`src/rtl/uart_tx_arbiter.sv`:
```
// -----------------------------------------------------------------------------
// uart_tx_arbiter
//
// Purpose:
//   Arbitrates two single-byte requesters onto one UART transmitter. Each
//   accepted byte is wrapped in a 4-byte frame:
//     byte0 = SYNC_BYTE
//     byte1 = {7'b0, src}
//     byte2 = payload
//     byte3 = byte0 ^ byte1 ^ byte2   (8-bit XOR checksum)
//   Bytes are launched one at a time with a single-cycle tx_start. The block
//   then waits for the transmitter to raise tx_busy (bounded by ACK_TIMEOUT)
//   and to drop it again before launching the next byte.
//
// Parameters:
//   SYNC_BYTE   - first byte of every frame
//   ACK_TIMEOUT - max cycles to wait for tx_busy to rise after tx_start
//
// Ports:
//   clk        in   clock, rising edge
//   rst        in   synchronous reset, active-low
//   req_valid  in   [1:0] per-requester valid (held with data until accepted)
//   req_data0  in   [7:0] requester 0 payload
//   req_data1  in   [7:0] requester 1 payload
//   req_ready  out  [1:0] per-requester accept, only ever high in IDLE
//   tx_start   out  one-cycle byte launch
//   tx_data    out  [7:0] byte being sent, stable between launches
//   tx_busy    in   transmitter busy
//   busy       out  high whenever a frame is in progress
//   frame_done out  one-cycle pulse on frame completion
//   err        out  one-cycle pulse when a frame is aborted on timeout
// -----------------------------------------------------------------------------
module uart_tx_arbiter #(
  parameter logic [7:0]  SYNC_BYTE   = 8'hA5,
  parameter int unsigned ACK_TIMEOUT = 15
) (
  input  logic       clk,
  input  logic       rst,
  input  logic [1:0] req_valid,
  input  logic [7:0] req_data0,
  input  logic [7:0] req_data1,
  output logic [1:0] req_ready,
  output logic       tx_start,
  output logic [7:0] tx_data,
  input  logic       tx_busy,
  output logic       busy,
  output logic       frame_done,
  output logic       err
);

  localparam int CNT_REQ = $clog2(ACK_TIMEOUT + 1);
  localparam int CNT_W   = (CNT_REQ > 4) ? CNT_REQ : 4;
  localparam logic [CNT_W-1:0] CNT_MAX = CNT_W'(ACK_TIMEOUT);

  typedef enum logic [1:0] {
    IDLE    = 2'd0,
    SEND    = 2'd1,
    WAIT_HI = 2'd2,
    WAIT_LO = 2'd3
  } state_t;

  state_t           state, state_nxt;
  logic [1:0]       idx, idx_nxt;
  logic [CNT_W-1:0] cnt, cnt_nxt;
  logic             last, last_nxt;       // requester granted most recently
  logic             src, src_nxt;
  logic [7:0]       payload, payload_nxt;
  logic [7:0]       txd, txd_nxt;
  logic [1:0]       grant;

  // Frame byte selector; byte3 is the carry-free XOR checksum.
  function automatic logic [7:0] frame_byte(input logic [1:0] i,
                                            input logic       s,
                                            input logic [7:0] p);
    logic [7:0] b1;
    b1 = {7'b0, s};
    case (i)
      2'd0:    frame_byte = SYNC_BYTE;
      2'd1:    frame_byte = b1;
      2'd2:    frame_byte = p;
      default: frame_byte = SYNC_BYTE ^ b1 ^ p;
    endcase
  endfunction

  // Round-robin: under contention the requester that did not win last time
  // is chosen. grant implies the matching valid bit, so |grant in IDLE is a
  // transfer.
  always_comb begin
    grant = 2'b00;
    case (req_valid)
      2'b01:   grant = 2'b01;
      2'b10:   grant = 2'b10;
      2'b11:   grant = last ? 2'b01 : 2'b10;
      default: grant = 2'b00;
    endcase
  end

  always_comb begin
    state_nxt   = state;
    idx_nxt     = idx;
    cnt_nxt     = cnt;
    last_nxt    = last;
    src_nxt     = src;
    payload_nxt = payload;
    txd_nxt     = txd;
    req_ready   = 2'b00;
    tx_start    = 1'b0;
    frame_done  = 1'b0;
    err         = 1'b0;

    case (state)
      IDLE: begin
        req_ready = grant;
        if (|grant) begin
          last_nxt    = grant[1];
          src_nxt     = grant[1];
          payload_nxt = grant[1] ? req_data1 : req_data0;
          idx_nxt     = 2'd0;
          txd_nxt     = SYNC_BYTE;
          state_nxt   = SEND;
        end
      end

      // Launch is held off while the transmitter is still busy (possible
      // right after our own reset, since the transmitter resets separately).
      SEND: begin
        if (!tx_busy) begin
          tx_start  = 1'b1;
          cnt_nxt   = '0;
          state_nxt = WAIT_HI;
        end
      end

      WAIT_HI: begin
        if (tx_busy) begin
          state_nxt = WAIT_LO;
        end else if (cnt == CNT_MAX) begin
          err       = 1'b1;
          state_nxt = IDLE;
        end else begin
          cnt_nxt = cnt + CNT_W'(1);
        end
      end

      WAIT_LO: begin
        if (!tx_busy) begin
          if (idx == 2'd3) begin
            frame_done = 1'b1;
            state_nxt  = IDLE;
          end else begin
            idx_nxt   = idx + 2'd1;
            txd_nxt   = frame_byte(idx + 2'd1, src, payload);
            state_nxt = SEND;
          end
        end
      end

      default: state_nxt = IDLE;
    endcase

    // While reset is asserted no handshake or pulse may escape, including
    // a frame_done/err that would otherwise coincide with the reset cycle.
    if (!rst) begin
      req_ready  = 2'b00;
      tx_start   = 1'b0;
      frame_done = 1'b0;
      err        = 1'b0;
    end
  end

  always_ff @(posedge clk) begin
    if (!rst) begin
      state   <= IDLE;
      idx     <= 2'd0;
      cnt     <= '0;
      last    <= 1'b1;
      src     <= 1'b0;
      payload <= 8'h00;
      txd     <= 8'h00;
    end else begin
      state   <= state_nxt;
      idx     <= idx_nxt;
      cnt     <= cnt_nxt;
      last    <= last_nxt;
      src     <= src_nxt;
      payload <= payload_nxt;
      txd     <= txd_nxt;
    end
  end

  assign tx_data = txd;
  assign busy    = (state != IDLE);

endmodule

```
`config.mk`:
```
export PLATFORM = sky130hd
export DESIGN_NAME = uart_tx_arbiter
export DESIGN_NICKNAME = d
export VERILOG_FILES = /design/src/rtl/uart_tx_arbiter.sv
export SDC_FILE = /design/constraint.sdc
export NUM_CORES = 1
export LEC_CHECK = 0
export BUFFER_PORTS_ARGS = -buffer_cell sky130_fd_sc_hd__buf_4
export CORE_UTILIZATION = 47
export DETAILED_ROUTE_END_ITERATION = 16
export PLACE_DENSITY = 0.81
export SLEW_MARGIN = 20
export SYNTH_ARGS = -nofsm -noshare
export SYNTH_HDL_FRONTEND = slang
export SYNTH_SLANG_ARGS = --single-unit
export TNS_END_PERCENT = 5
```
`constraint.sdc`:
```
create_clock -name clk -period 2.3 [get_ports clk]
set_input_delay 0.115 -clock clk [delete_from_list [all_inputs] [get_ports clk]]
set_output_delay 0.115 -clock clk [all_outputs]
set_load 0.02 [all_outputs]
```
[Yosys cells after proc, flatten, opt, wreduce, memory -nomap -nowiden]
Cells that the tools add are included.
Word-level totals
  word-level logic and storage cells: 74
  flip-flop bits (word level): 26
  bits in read-only memories: 0
  input port bits: 21
  memories kept: 0
  bits in writable memories: 0
  latch bits: 0
  output and inout port bits: 14
Cells by class
  eq/ne operators: 17
  bitwise operators: 2
  add/subtract/negate cells: 2
  $lt $le $gt $ge: 0
  div/mod/pow operators: 0
  $mul: 0
  shift operators: 0
  reduce and logical (&&, ||, !) cells: 10
  muxes and demuxes: 36
Operators with widths (number)
  8-bit 2-to-1 mux: 4
  8-bit one-hot mux with 3 select lines: 1
  2-bit 2-to-1 mux: 11
  8-bit one-hot mux with 2 select lines: 1
  2-bit == test, second input constant: 6
  1-bit 2-to-1 mux: 12
  4-bit 2-to-1 mux: 3
  2-bit != test, second input constant: 6
  4-bit AND reduction: 3
  2-bit one-hot mux with 4 select lines: 1
  4-bit one-hot mux with 2 select lines: 1
  8-bit XOR: 1
  2-bit by 1-bit == test with 1-bit output, second input constant: 3
  2-bit one-hot mux with 3 select lines: 1
  2-bit nonzero test: 3
  4-bit by 1-bit adder with 4-bit output, second input constant: 1
  4-bit == test, second input constant: 1
  2-bit logical NOT: 2
  1-bit inverter with 4-bit output: 1
  2-bit one-hot mux with 2 select lines: 1
  3-bit != test, second input constant: 1
  2-bit by 1-bit adder with 2-bit output, second input constant: 1
  2-bit AND reduction: 1
  2-bit OR reduction: 1

[Depth between registers and ports, before layout]
  depth in word-level cells: 6
  gate-level depth with buffers: 6
  mapped depth without buffers: 6

[Worst setup path after synthesis]
Ideal clock, no wire load.
  path kind: register to output
  start point: register idx[0]
  end point: output port frame_done
  cell stages (with the launch flop): 4
  path buffers: 0
  data required time: 2.185 ns
  path slack: 0.717 ns
  arrival time: 1.468 ns
  cell sequence: dfxtp_1 > ha_1 > inv_1 > nor4_1
On the way
  longest elaborated chain between the ends: 5
RTL lines
  start: declaration: RTL line 63  | logic [1:0] idx, idx_nxt;
  start signal: assignment: RTL line 182  | idx <= idx_nxt;
  2-bit == test: RTL line 147  | if (idx == 2'd3) begin
  1-bit 2-to-1 mux: RTL line 147
  1-bit 2-to-1 mux: RTL line 146  | if (!tx_busy) begin
  1-bit 2-to-1 mux: RTL line 111  | case (state)
  1-bit 2-to-1 mux: RTL line 163  | if (!rst) begin
  end: declaration: RTL line 47  | output logic frame_done,
No other way between the ends.

[Final worst setup path]
  start point: register state[1]
  end point: register txd[2], in the netlist tx_data[2]
On the way
  longest elaborated chain between the ends: 3
  elaborated cells between the ends (all ways): 8
  those cells by class: eq/ne (4); mux (1); reduce/logical (3)
RTL lines
  start: declaration: RTL line 62  | state_t state, state_nxt;
  start signal: assignment: RTL line 181  | state <= state_nxt;
  2-bit == test / 2-bit logical NOT (equally long branches): RTL line 111
  2-bit != test (no source line) / 2-bit nonzero test (equally long branches)
  4-bit AND reduction (no source line)
  end signal: assignment: RTL line 187  | txd <= txd_nxt;
  end: declaration: RTL line 68  | logic [7:0] txd, txd_nxt;
Several ways; a longest one is shown, not always the timed one.
A chain may end at the register's enable or synchronous reset.

==> results.cfg <==
[synth]
synth.area.top_cells = dfxtp_1 (40%), nand2_1 (6.0%), ha_1 (4.8%)
ys_ff_latch = 26
syn_avg_cell_area_um2 = 8.08
ys.flop_type = dfxtp_1
synth-xor-area-share_pct = 0.669
synth_compound_area_share_pct = 29.2
syn-num-nets = 188
synthAdderAreaFrac_pct = 4.78
yosys.area.top_type = dfxtp_1
synth_cell_types = 40
synth-seq-area-share_pct = 39.8
async_flop_share_pct = 0
synth_simple_gate_area_share_pct = 21.2
netlist_area_um2 = 1310
synth_top_area_share_pct = 39.8
synthCells = 162
synth_edf_count = 0
synth_warnings = 0
synth_top_family_by_area = compound AO/OA/AOI/OAI gates
muxShareOfSynthArea_pct = 0

[clock_network]
clockBufferDepth = 2
path_clk_slew_ns = 0.14
numCtsBuffers = 3
cts_setup_buffers = 0
clock-sinks = 26
cts-root-buf = clkbuf_4
htreeDepth = 1
ctsResizeCount = 0
cts_hold_buffers = 0
cts_tree = yes
insertion_delay_ns = 0.32

[global_routing]
grt_overflow = 0
groute.usage.overall_pct = 23.9
antenna_found_initial = 0
grt_max_degree = 18
grt_pass1_vias = 1110
grt_pass1_wl_um = 5050

[setup_path]
cpMaxStageDelayCell = dfxtp_1
start_kind = register
crit_type = reg2reg
critPathCaptureType = register
cp_max_fo = 13
critPathArrivalTime_ns = 2.04
r2r_start = state[1]
crit_chain = nand2_2 -> o32ai_2 -> buf_4 -> nor2_1 -> a211oi_1
r2r-end = tx_data[2]
ff2ff_path_depth = 5
ff2ff_setup_slack_ns = 0.50
required_ns = 2.54
worst_path_largest_cell_delay_ns = 0.58

[power_and_ir_drop]
ir_drop_mv = 0.611
leakagePower_nw = 0.648
total_power_mw = 1.05
powerDensity_nw_per_um2 = 647

[floorplan]
die_x_um = 54.8
start_util_pct = 51.4
num_io_pins = 35
core_um2 = 2540
die_h_um = 54.8
rows = 18
die_area_um2 = 3000

[cells_and_area]
stdcell_count = 223
drive_above_1_share_pct = 23.8
finalNetCount = 220
antennaDiodeCount = 0
syn_to_final_growth_pct = 24.3

[sta]
hold_viol = 0
slew_headroom_pct = 55.1
worstMarginPinSlew_ns = 0.673
timing.fmax_ghz = 0.556
min_period_ns = 1.80
finClkSkew_ns = 0.00564
finalSetupTns_ns = 0
worst_slack_ns = 0.501
maxSlewViolCount = 0
fin_crit_sh_pct = 78.2
rsz0062_at_grt = no
setup_violations = 0

[worst_hold_path]
whs_endpoint = payload[0]
min_from = req_data0[0]
holdCritPathClass = in2reg
hold_depth = 3

[placement]
numPortBuffers = 34
post-place-ws_ns = 0.551
place_congestion = 0.821
dp_cells = 219
place_hpwl_um = 2400

[detailed_routing]
drtAntennaViolNets = 0
routedWlPerCell_um = 14.2
viasPerCell = 5.80
drt_iter0_markers = 35
drc = 0
vias = 1294
routed_wl_um = 3180
drt_pre_antenna_iters = 4

[job]
maxCapViolations = 0

[run_status]
status = complete, no violations
-- placed cells by master, fill, tap and decap left out, drive strengths merged --
| master | n |
|---|---|
| buf | 35 |
| o31a | 1 |
| nor4 | 2 |
| nand2b | 3 |
| clkbuf | 3 |
| nand4 | 1 |
| a32oi | 1 |
| nor2 | 12 |
| a22o | 1 |
| o32ai | 1 |
| nand3 | 6 |
| a31o | 1 |
| a21oi | 12 |
| o22ai | 8 |
| and2 | 2 |
| ha | 5 |
| o311a | 1 |
| o32a | 1 |
| dfxtp | 26 |
| a21boi | 1 |
| or3 | 2 |
| inv | 6 |
| o211ai | 2 |
| nand2 | 22 |
| a31oi | 2 |
| nor2b | 3 |
| xnor2 | 1 |
| and3 | 3 |
| a22oi | 1 |
| bufinv | 1 |
| o21a | 1 |
| a2bb2oi | 1 |
| a2111oi | 1 |
| o21ai | 15 |
| nor3 | 3 |
| a211oi | 6 |
-- sequential cells by signal, summed over array words and instances, names as in the netlist --
signal / flops
cnt: 4
idx: 2
last: 1
payload: 8
src: 1
state: 2
tx_data: 8
-- Yosys cell counts, types with 2 or more instances --
cell type / instances
a21oi_1: 12
a31oi_1: 2
clkbuf_1: 6
o22ai_1: 8
o21ai_0: 5
nor3_1: 3
inv_1: 4
inv_2: 2
nor2b_1: 3
and2_1: 2
dfxtp_1: 26
nand2_1: 21
a211oi_1: 6
nor4_1: 2
o21ai_1: 10
nand2b_1: 3
or3_1: 2
nor2_1: 11
nand3_1: 6
o211ai_1: 2
and3_1: 3
ha_1: 5
-- worst max-delay path by stage --
stage / start / endpoint / cells after the start
floorplan: idx[0] / frame_done / 3
global placement: state[1] / tx_data[7] / 5
detailed placement: state[1] / tx_data[7] / 5
CTS: state[1] / tx_data[7] / 5
global route: state[0] / tx_data[7] / 5
finish: state[1] / tx_data[2] / 5
-- report_power, final --
| group | switching, mW | internal (mW) | total, mW |
|---|---|---|---|
| combinational | 0.123 | 0.102 | 0.226 |
| clock | 0.131 | 0.176 | 0.307 |
| sequential | 0.0333 | 0.486 | 0.519 |
-- layer usage --
layer	track usage, %	vias to the layer above	wire (um)
li1	-	652	-
met1	28.2	597	1360
met2	42.4	41	1590
met3	6.67	4	186
met4	4.70	0	29
met5	0	-	0
-- through the flow --
stage	hold slack [ns]	utilization (%)	area, um^2
detailed placement	0.380	61.8	1570
global placement	0.383	61.8	1570
floorplan	0.287	-	1310
finish	0.0459	63.9	1630
CTS	0.0448	63.9	1630
global route	0.0383	63.9	1630
-- cell type report --
type / count / area [um^2]
well taps: 30 / 37.5
clock buffers: 3 / 22.5
repair buffers: 35 / 263
clock inverters: 1 / 30.0
fillers: 230 / 918
inverters: 6 / 22.5
flip-flops and latches: 26 / 520
multi-input cells: 122 / 731
-- worst max-delay path: cells and delay by family (launching register included) --
kind / cells / cell delay [ns]
compound gates: 2 / 0.64
flops: 1 / 0.58
simple gates: 2 / 0.25
buf+inv: 1 / 0.23
-- logic make-up (layout without fill, tap and decap cells) --
group                      after synthesis  after routing
adders and majority gates                5              5
and+or+nand+nor                         59             59
buffers and inverters                   14             45
DFF                                     26             26
xor gates and xnor gates                 1              1
AOI/OAI and AO/OA                       57             57
No activity file was read; power rests on OpenSTA's default activity.
